$ cat src/rtl/wrr_lock_arbiter_pkg.sv
// wrr_lock_arbiter_pkg: shared FSM state type and one-hot/mask helpers for the arbiter
package wrr_arb_pkg;
  localparam int MAXN = 32;
  typedef enum logic {IDLE, LOCKED} state_t;
  function automatic int onehot_to_idx(input logic [MAXN-1:0] oh);
    int r;
    r = 0;
    for (int i = 0; i < MAXN; i++) if (oh[i]) r |= i;
    return r;
  endfunction
  function automatic logic [MAXN-1:0] thermo_mask(input logic [MAXN-1:0] ptr);
    return ~(ptr - MAXN'(1));
  endfunction
endpackage

$ cat src/rtl/wrr_lock_arbiter_if.sv
// wrr_lock_arbiter_if: requester/arbiter bundle for the weighted round-robin lock arbiter
interface wrr_lock_arbiter_if #(parameter int N = 4, parameter int WW = 4);
  localparam int IW = $clog2(N);
  logic [N-1:0] req;
  logic [N-1:0] req_last;
  logic [N*WW-1:0] weight;
  logic accept;
  logic [N-1:0] grant;
  logic grant_valid;
  logic [IW-1:0] grant_idx;
  logic grant_last;
  modport master (output req, req_last, weight, accept, input grant, grant_valid, grant_idx, grant_last);
  modport slave (input req, req_last, weight, accept, output grant, grant_valid, grant_idx, grant_last);
endinterface

$ cat src/rtl/wrr_lock_arbiter_prio_pick.sv
// prio_pick: isolates the lowest set bit of a request vector
module prio_pick #(parameter int N = 4) (
  input  logic [N-1:0] in,
  output logic [N-1:0] out
);
  assign out = in & (~in + N'(1));
endmodule

$ cat src/rtl/wrr_lock_arbiter.sv
// wrr_lock_arbiter: weighted round-robin arbiter holding the grant for whole packets
module wrr_lock_arbiter import wrr_arb_pkg::*; #(
  parameter int N = 4,
  parameter int WW = 4,
  localparam int IW = $clog2(N)
) (
  input logic clk,
  input logic rst_n,
  wrr_lock_arbiter_if.slave bus
);
  logic [N-1:0] grant_q, grant_d, ptr_q, ptr_d, ptr_nx, others, cand, base, masked, pick_m, pick_u, win;
  logic [WW-1:0] credit_q, credit_d, w_win, load;
  logic [IW-1:0] win_idx;
  logic [MAXN-1:0] mask_x;
  logic own_req, pend;
  state_t state_q, state_d;

  // Arbitration inputs: after a packet end the owner is excluded unless nobody else is asking
  always_comb begin
    ptr_nx = {grant_q[N-2:0], grant_q[N-1]};
    others = bus.req & ~grant_q;
    cand = state_q == IDLE ? bus.req : (|others ? others : bus.req);
    base = state_q == IDLE ? ptr_q : ptr_nx;
    mask_x = thermo_mask(MAXN'(base));
    masked = cand & mask_x[N-1:0];
    win = |masked ? pick_m : pick_u;
    win_idx = IW'(onehot_to_idx(MAXN'(win)));
    w_win = bus.weight[win_idx*WW +: WW];
    load = w_win == '0 ? '0 : w_win - WW'(1);
    own_req = |(grant_q & bus.req);
    pend = bus.accept & own_req & |(grant_q & bus.req_last);
  end

  prio_pick #(.N(N)) u_pick_m (.in(masked), .out(pick_m));
  prio_pick #(.N(N)) u_pick_u (.in(cand), .out(pick_u));

  // Next state: lock on win, spend credit on back-to-back packets, rotate on end or abort
  always_comb begin
    grant_d = grant_q;
    ptr_d = ptr_q;
    credit_d = credit_q;
    state_d = state_q;
    if (state_q == IDLE) begin
      if (|win) begin
        grant_d = win;
        credit_d = load;
        state_d = LOCKED;
      end
    end else if (pend && credit_q != '0) begin
      credit_d = credit_q - WW'(1);
    end else if (pend || !own_req) begin
      ptr_d = ptr_nx;
      grant_d = win;
      credit_d = |win ? load : '0;
      state_d = |win ? LOCKED : IDLE;
    end
  end

  // State registers
  always_ff @(posedge clk or negedge rst_n) begin
    if (!rst_n) begin
      grant_q <= '0;
      ptr_q <= N'(1);
      credit_q <= '0;
      state_q <= IDLE;
    end else begin
      grant_q <= grant_d;
      ptr_q <= ptr_d;
      credit_q <= credit_d;
      state_q <= state_d;
    end
  end

  assign bus.grant = grant_q;
  assign bus.grant_valid = |grant_q;
  assign bus.grant_idx = IW'(onehot_to_idx(MAXN'(grant_q)));
  assign bus.grant_last = |(grant_q & bus.req_last);

  a_onehot: assert property (@(posedge clk) $onehot0(grant_q));
  a_idx: assert property (@(posedge clk) (grant_q[bus.grant_idx] == bus.grant_valid) && (bus.grant_valid || bus.grant_idx == '0));
  a_hold: assert property (@(posedge clk) disable iff (!rst_n) (state_q == LOCKED && own_req && !pend) |=> grant_q == $past(grant_q));
endmodule

$ cat src/flat_wrapper.sv
// flat-port wrapper written by rule: the top's interface ports become plain ports
module wrr_lock_arbiter_flat import wrr_arb_pkg::*;
#(
  parameter int N = 4,
  parameter int WW = 4,
  localparam int IW = $clog2(N)
)
  (clk, rst_n, bus_req, bus_req_last, bus_weight, bus_accept, bus_grant, bus_grant_valid, bus_grant_idx, bus_grant_last);
  wrr_lock_arbiter_if #(.N(N), .WW(WW)) bus_i ();
  input logic clk;
  input logic rst_n;
  input wire logic [$bits(bus_i.req)-1:0] bus_req;
  input wire logic [$bits(bus_i.req_last)-1:0] bus_req_last;
  input wire logic [$bits(bus_i.weight)-1:0] bus_weight;
  input wire logic [$bits(bus_i.accept)-1:0] bus_accept;
  output wire logic [$bits(bus_i.grant)-1:0] bus_grant;
  output wire logic [$bits(bus_i.grant_valid)-1:0] bus_grant_valid;
  output wire logic [$bits(bus_i.grant_idx)-1:0] bus_grant_idx;
  output wire logic [$bits(bus_i.grant_last)-1:0] bus_grant_last;
  assign bus_i.req = bus_req;
  assign bus_i.req_last = bus_req_last;
  assign bus_i.weight = bus_weight;
  assign bus_i.accept = bus_accept;
  assign bus_grant = bus_i.grant;
  assign bus_grant_valid = bus_i.grant_valid;
  assign bus_grant_idx = bus_i.grant_idx;
  assign bus_grant_last = bus_i.grant_last;
  wrr_lock_arbiter #(.N(N), .WW(WW)) u_core (.clk(clk), .rst_n(rst_n), .bus(bus_i));
endmodule
$ cat config.mk
export PLATFORM = sky130hd
export DESIGN_NAME = wrr_lock_arbiter_flat
export DESIGN_NICKNAME = d
export VERILOG_FILES = /design/src/rtl/wrr_lock_arbiter_pkg.sv /design/src/rtl/wrr_lock_arbiter_if.sv /design/src/rtl/wrr_lock_arbiter_prio_pick.sv /design/src/rtl/wrr_lock_arbiter.sv /design/src/flat_wrapper.sv
export SDC_FILE = /design/constraint.sdc
export NUM_CORES = 1
export LEC_CHECK = 0
export ABC_AREA = 1
export CAP_MARGIN = 20
export CELL_PAD_IN_SITES_DETAIL_PLACEMENT = 1
export CELL_PAD_IN_SITES_GLOBAL_PLACEMENT = 1
export CORE_MARGIN = 2
export CORE_UTILIZATION = 37
export DETAILED_ROUTE_END_ITERATION = 6
export PLACE_DENSITY_LB_ADDON = 0.1
export SLEW_MARGIN = 20
export SYNTH_ARGS = -nofsm -noshare
export SYNTH_HDL_FRONTEND = slang
export SYNTH_HIERARCHICAL = 1
export SYNTH_SLANG_ARGS = --single-unit
$ cat constraint.sdc
create_clock -name clk -period 5.55 [get_ports clk]
set_input_delay 1.11 -clock clk [delete_from_list [all_inputs] [get_ports clk]]
set_output_delay 1.11 -clock clk [all_outputs]
set_load 0.005 [all_outputs]
==> Word level (Yosys, flattened, before mapping) <==
Cells that the tools add are included.
{ "op_classes": {"addsub": 5, "n_eq_ne": 3, "n_shift": 1, "mux": 24, "bitwise": 13, "n_reduce_logical": 15} }
{ "op_table": {"columns": ["op", "n"], "rows": [
  ["2-to-1 mux 4 bit", 14],
  ["AND 4 bit", 6],
  ["OR reduction 4 bit", 6],
  ["NOT 4 bit", 4],
  ["indexed part select 16 x 5 -> 4 bit", 1],
  ["subtractor 4 x 1 -> 4 bit (second input constant)", 3],
  ["adder 4 x 1 -> 4 bit (second input constant)", 2],
  ["2-to-1 mux 2 bit", 4],
  ["2-to-1 mux 1 bit", 6],
  ["AND reduction 3 bit", 2],
  ["logical NOT 4 bit", 1],
  ["inequality test 2 bit (second input constant)", 2],
  ["nonzero test 4 bit", 1],
  ["inequality test 3 bit (second input constant)", 1],
  ["AND 1 bit", 2],
  ["AND reduction 2 bit", 1],
  ["nonzero test 2 bit", 1],
  ["logical AND 1 bit", 1],
  ["logical NOT 1 bit", 1],
  ["logical OR 1 bit", 1],
  ["NOT 1 bit", 1]
]} }
{ "word_totals": {"reg_bits": 13, "input_bits": 27, "out_inout_bits": 8, "wordCells": 65} }

==> Depth between registers and ports, before layout <==
{ "logic_depth": {"ltp_word": 20, "ltp_mapped": 26, "mapped_depth_nobuf": 25} }

==> Modules after synthesis <==
The synthesis kept the hierarchy.
{ "modules_own_cells": {"columns": ["module", "instances", "cells_per_inst", "area_per_inst_um2", "seq_area_each_um2"], "rows": [
  ["wrr_lock_arbiter", 1, 228, 1410.1, 326.6],
  ["prio_pick", 2, 9, 37.5, 0.0]
]} }

==> Worst setup path after synthesis <==
OpenSTA, ideal clock, no wires.
{ "synth_path": {"path_type": "in2reg", "startpoint": "input bus_req[2]", "endpoint": "register u_core.credit_q[1]", "t_arrival_ps": 2734, "t_required_ps": 5477, "slack_ps": 2743, "stages": 22, "path_buffers": 1, "cell_sequence": "nand2_1 > nand2_1 > inv_1 > nand2_1 > nand2_1 > nand2_1 > nor2_4 > nand2_1 > nor2_1 > inv_1 > nand2_4 > nand2_4 > buf_6 > nand2_4 > nand2_1 > nand3_1 > nand2_2 > nor2_2 > nand2_1 > nand2_1 > nand2_1 > a21oi_2"} }
{ "synth_lines": {"columns": ["item", "line", "text"], "rows": [
  ["start: declaration", "flat_wrapper.sv:12", "input wire logic [$bits(bus_i.req)-1:0] bus_req;"],
  ["AND 4 bit (*)", "wrr_lock_arbiter.sv:21", "others = bus.req & ~grant_q;"],
  ["OR reduction 4 bit (*)", "wrr_lock_arbiter.sv:22", "cand = state_q == IDLE ? bus.req : (|others ? others : bus.req);"],
  ["2-to-1 mux 4 bit (*) (2 in a row)", "wrr_lock_arbiter.sv:22", null],
  ["AND 4 bit (*)", "wrr_lock_arbiter.sv:25", "masked = cand & mask_x[N-1:0];"],
  ["named net u_core.masked[3]", "wrr_lock_arbiter.sv:11", "logic [N-1:0] grant_q, grant_d, ptr_q, ptr_d, ptr_nx, others, cand, base, masked, pick_m, pick_u, win;"],
  ["NOT 4 bit", "wrr_lock_arbiter_prio_pick.sv:6", "assign out = in & (~in + N'(1));"],
  ["adder 4 x 1 -> 4 bit", "wrr_lock_arbiter_prio_pick.sv:6", null],
  ["AND 4 bit (*)", "wrr_lock_arbiter_prio_pick.sv:6", null],
  ["named net u_core.pick_m[3]", "wrr_lock_arbiter.sv:11", null],
  ["(+1 left out)", null, null],
  ["2-to-1 mux 2 bit", "wrr_lock_arbiter_pkg.sv:8", "for (int i = 0; i < MAXN; i++) if (oh[i]) r |= i;"],
  ["indexed part select 16 x 5 -> 4 bit", "wrr_lock_arbiter.sv:28", "w_win = bus.weight[win_idx*WW +: WW];"],
  ["subtractor 4 x 1 -> 4 bit / logical NOT 4 bit (equally long branches)", "wrr_lock_arbiter.sv:29", "load = w_win == '0 ? '0 : w_win - WW'(1);"],
  ["2-to-1 mux 4 bit", "wrr_lock_arbiter.sv:29", null],
  ["2-to-1 mux 4 bit", "wrr_lock_arbiter.sv:54", "credit_d = |win ? load : '0;"],
  ["2-to-1 mux 4 bit", "wrr_lock_arbiter.sv:51", "end else if (pend || !own_req) begin"],
  ["2-to-1 mux 4 bit", "wrr_lock_arbiter.sv:49", "end else if (pend && credit_q != '0) begin"],
  ["2-to-1 mux 4 bit", "wrr_lock_arbiter.sv:43", "if (state_q == IDLE) begin"],
  ["end signal: assignment", "wrr_lock_arbiter.sv:69", "credit_q <= credit_d;"],
  ["end: declaration", "wrr_lock_arbiter.sv:12", "logic [WW-1:0] credit_q, credit_d, w_win, load;"]
]} }
The timed path passes the listed nets; every way through them passes the cells marked *. The select of a mux whose other input is x is not followed.
A chain may end at the register's enable or synchronous reset.

==> Worst setup path in the final report <==
{ "layout_path": {"startpoint": "input bus_req_last[0]", "endpoint": "output bus_grant_last"} }
{ "layout_via": {"elab_chain_cells": 2} }
{ "layout_lines": {"columns": ["item", "line", "text"], "rows": [
  ["start: declaration", "flat_wrapper.sv:13", "input wire logic [$bits(bus_i.req_last)-1:0] bus_req_last;"],
  ["AND 4 bit", "wrr_lock_arbiter.sv:77", "assign bus.grant_last = |(grant_q & bus.req_last);"],
  ["OR reduction 4 bit", "wrr_lock_arbiter.sv:77", null],
  ["end: declaration", "flat_wrapper.sv:19", "output wire logic [$bits(bus_i.grant_last)-1:0] bus_grant_last;"]
]} }
No other way between the ends.

==> flow_summary.json <==
{
  "track_usage": 0.214,
  "status": "completed",
  "routabilityCongestion": 0.763,
  "cpMostUsedCell": "clkdlybuf4s50_1",
  "slew_headroom": 0.571,
  "synth_area_leaders": "dfrtp_1 (20%), nand2_1 (20%), nand3_1 (9.4%)",
  "clockRootBuffer": "clkbuf_8",
  "routed_wl_mm": 4.38,
  "setup.worst_path.end_class": "output pin",
  "cts.sinks": 13,
  "ios": 35,
  "post-route-drc-count": 0,
  "antenna_found_initial": 0,
  "cts_hold_buf": 0,
  "clockBufferDepth": 2,
  "cts_tree": "built",
  "crit_cells": 5,
  "start_util": 0.377,
  "htreeDepth": 1,
  "syn_avg_cell_area_um2": 6.04,
  "hold_class": "reg -> reg",
  "grt_max_degree": 15,
  "drtAntennaViolNets": 0,
  "die_w_um": 67.4,
  "critPathTopFamily": "buffers and inverters",
  "dpl.hpwl_mm": 3.47,
  "cp.buffers_inverters": 3,
  "cp_max_fo": 3,
  "die_h_um": 67.4,
  "slowest_stage": "clkdlybuf4s50_1",
  "num_vias": 1626,
  "synth_largest_area_cell": "dfrtp_1",
  "numCtsBuffers": 3,
  "core_um2": 3940,
  "timing.rr.end": "u_core/bus.grant[3]",
  "period_needed_ns": 3.62,
  "min_path_cells": 2,
  "path_class": "in -> out",
  "dr.first_iter.drc_count": 68,
  "ff2ff_setup_slack_ns": 2.61,
  "startpoint_type": "primary input",
  "grt_pass1_vias": 1593,
  "slowest_delay_ns": 0.45,
  "layout-drive-gt1-share": 0.154,
  "fin_crit_sh": 0.652,
  "num_antenna_cells": 0,
  "clk_pin_slew_worst_paths_ns": 0.06,
  "synth_cells": 246,
  "synth.distinct_cells": 31,
  "timing.rr.start": "u_core/state_q",
  "hold_violations": 0,
  "fmax_mhz": 276,
  "yosysTopAreaCellShare": 0.202,
  "clk_latency_ns": 0.25,
  "cp_data_required_time_ns": 4.44,
  "grt_pass1_wl_mm": 7.49,
  "post_drt_wl_per_cell_um": 13.3,
  "grt_overflow": 0,
  "final_common_cell": "nand2_1",
  "cp-startpoint": "bus_req_last[0]",
  "setup_viol": 0,
  "fillCellCount": 561,
  "vias_per_cell": 4.93,
  "fin_tns_setup_ns": 0,
  "port_buffers": 34,
  "nets": 310,
  "drv_cap": 0,
  "final_max_slew_viol_count": 0,
  "min_from": "u_core/ptr_q[3]",
  "synth-seq-cells": 13,
  "cts_resized": 0,
  "dieArea_um2": 4540,
  "skew_ns": 0.00174,
  "reg2reg_depth": 18,
  "ys_seq_area_frac": 0.220,
  "synthToLayoutAreaGrowth_pct": 27.9,
  "syn_nets": 275,
  "worst_pin_slew_ns": 0.641,
  "rows": 23,
  "rsz0062_at_grt": "no",
  "final_cell_mix": "nand2_1 (79), inv_1 (37), clkdlybuf4s50_1 (34), nand3_1 (28), nor2_1 (14)",
  "cp_data_arrival_time_ns": 2.51,
  "first_pass_iters": 4,
  "yosysWarnings": 6,
  "synthesis.area_um2": 1490,
  "cp_cell_sequence": "clkdlybuf4s50_1, a22o_1, a221oi_1, inv_1, clkdlybuf4s50_1",
  "postCtsSetupRepairBufs": 0,
  "hold_end": "u_core/ptr_q[3]"
}
[registers in the layout (all words and copies together), names as in the netlist]
signal and cells:
u_core/ptr_q 4, u_core/state_q 1, u_core/credit_q 4, u_core/bus.grant 4
[cell type report]
type,instances,area (µm²),share of cell area
clock buffer,4,45.0,0.0237
inverter,48,180,0.0949
multi-input combinational,181,945,0.497
sequential,13,327,0.172
tap,50,62.6,0.0329
timing repair buffer,34,340,0.179
[through the flow]
| step | worst slack [ns] | hold WS, ns | utilization | cell area (µm²) | instances |
|---|---|---|---|---|---|
| final | 1.93 | 0.498 | 0.482 | 1900 | 330 |
| after global routing | 1.68 | 0.536 | 0.482 | 1900 | 330 |
| after CTS | 1.93 | 0.504 | 0.482 | 1900 | 330 |
| after detailed placement | 1.79 | 0.489 | 0.470 | 1850 | 326 |
| after global placement | 1.90 | 0.479 | 0.470 | 1850 | 326 |
| after floorplan | 2.74 | 0.453 | - | 1490 | 246 |
[routing by layer]
metal | part of all wire | track usage
met4 | 0.014 | 0.0689
met1 | 0.49 | 0.289
met2 | 0.46 | 0.356
met5 | 0 | 0
met3 | 0.043 | 0.0200
[cell usage after synthesis]
master    count
dfrtp_1      12
a22o_1        1
inv_2        11
nand3b_1      3
o21ai_1       1
buf_6         1
ha_1          2
nand2_2      11
nand4_1       1
nor2_2        2
nand2_1      79
nor2_1       14
nor2_4        2
buf_4         3
a22oi_1       1
a31oi_1       1
o21ai_0       9
nand3_2       2
a21boi_0      1
nand2_4       6
o21ai_2       1
dfstp_2       1
nand3_1      28
xor2_1        2
a21oi_1       7
nor3_2        1
a21oi_4       1
o21bai_1      1
a221oi_1      2
a21oi_2       2
inv_1        37
[tightest hold or removal path, stage by stage (launching register included)]
cell	delay, ns
dfrtp_1	0.35
nand2_1	0.05
o21ai_0	0.06
[kinds of logic (layout without fill, tap and decap cells)]
logic type,after synthesis,count (layout),share of synthesized area
xor+xnor,2,2,0.0118
flops,13,13,0.220
simple gates,149,149,0.484
fa+ha+maj,2,2,0.0168
buf+inv,52,86,0.144
compound gates,28,28,0.123
[worst max-delay path by stage]
stage | endpoint
finish | bus_grant_last
global route | u_core/bus.grant[3]
CTS | bus_grant_last
detailed placement | u_core/bus.grant[3]
global placement | u_core/credit_q[2]
floorplan | u_core/credit_q[1]
Power is not shown: default switching activity piles up to over one toggle a cycle in this logic, so the estimate is an artifact.
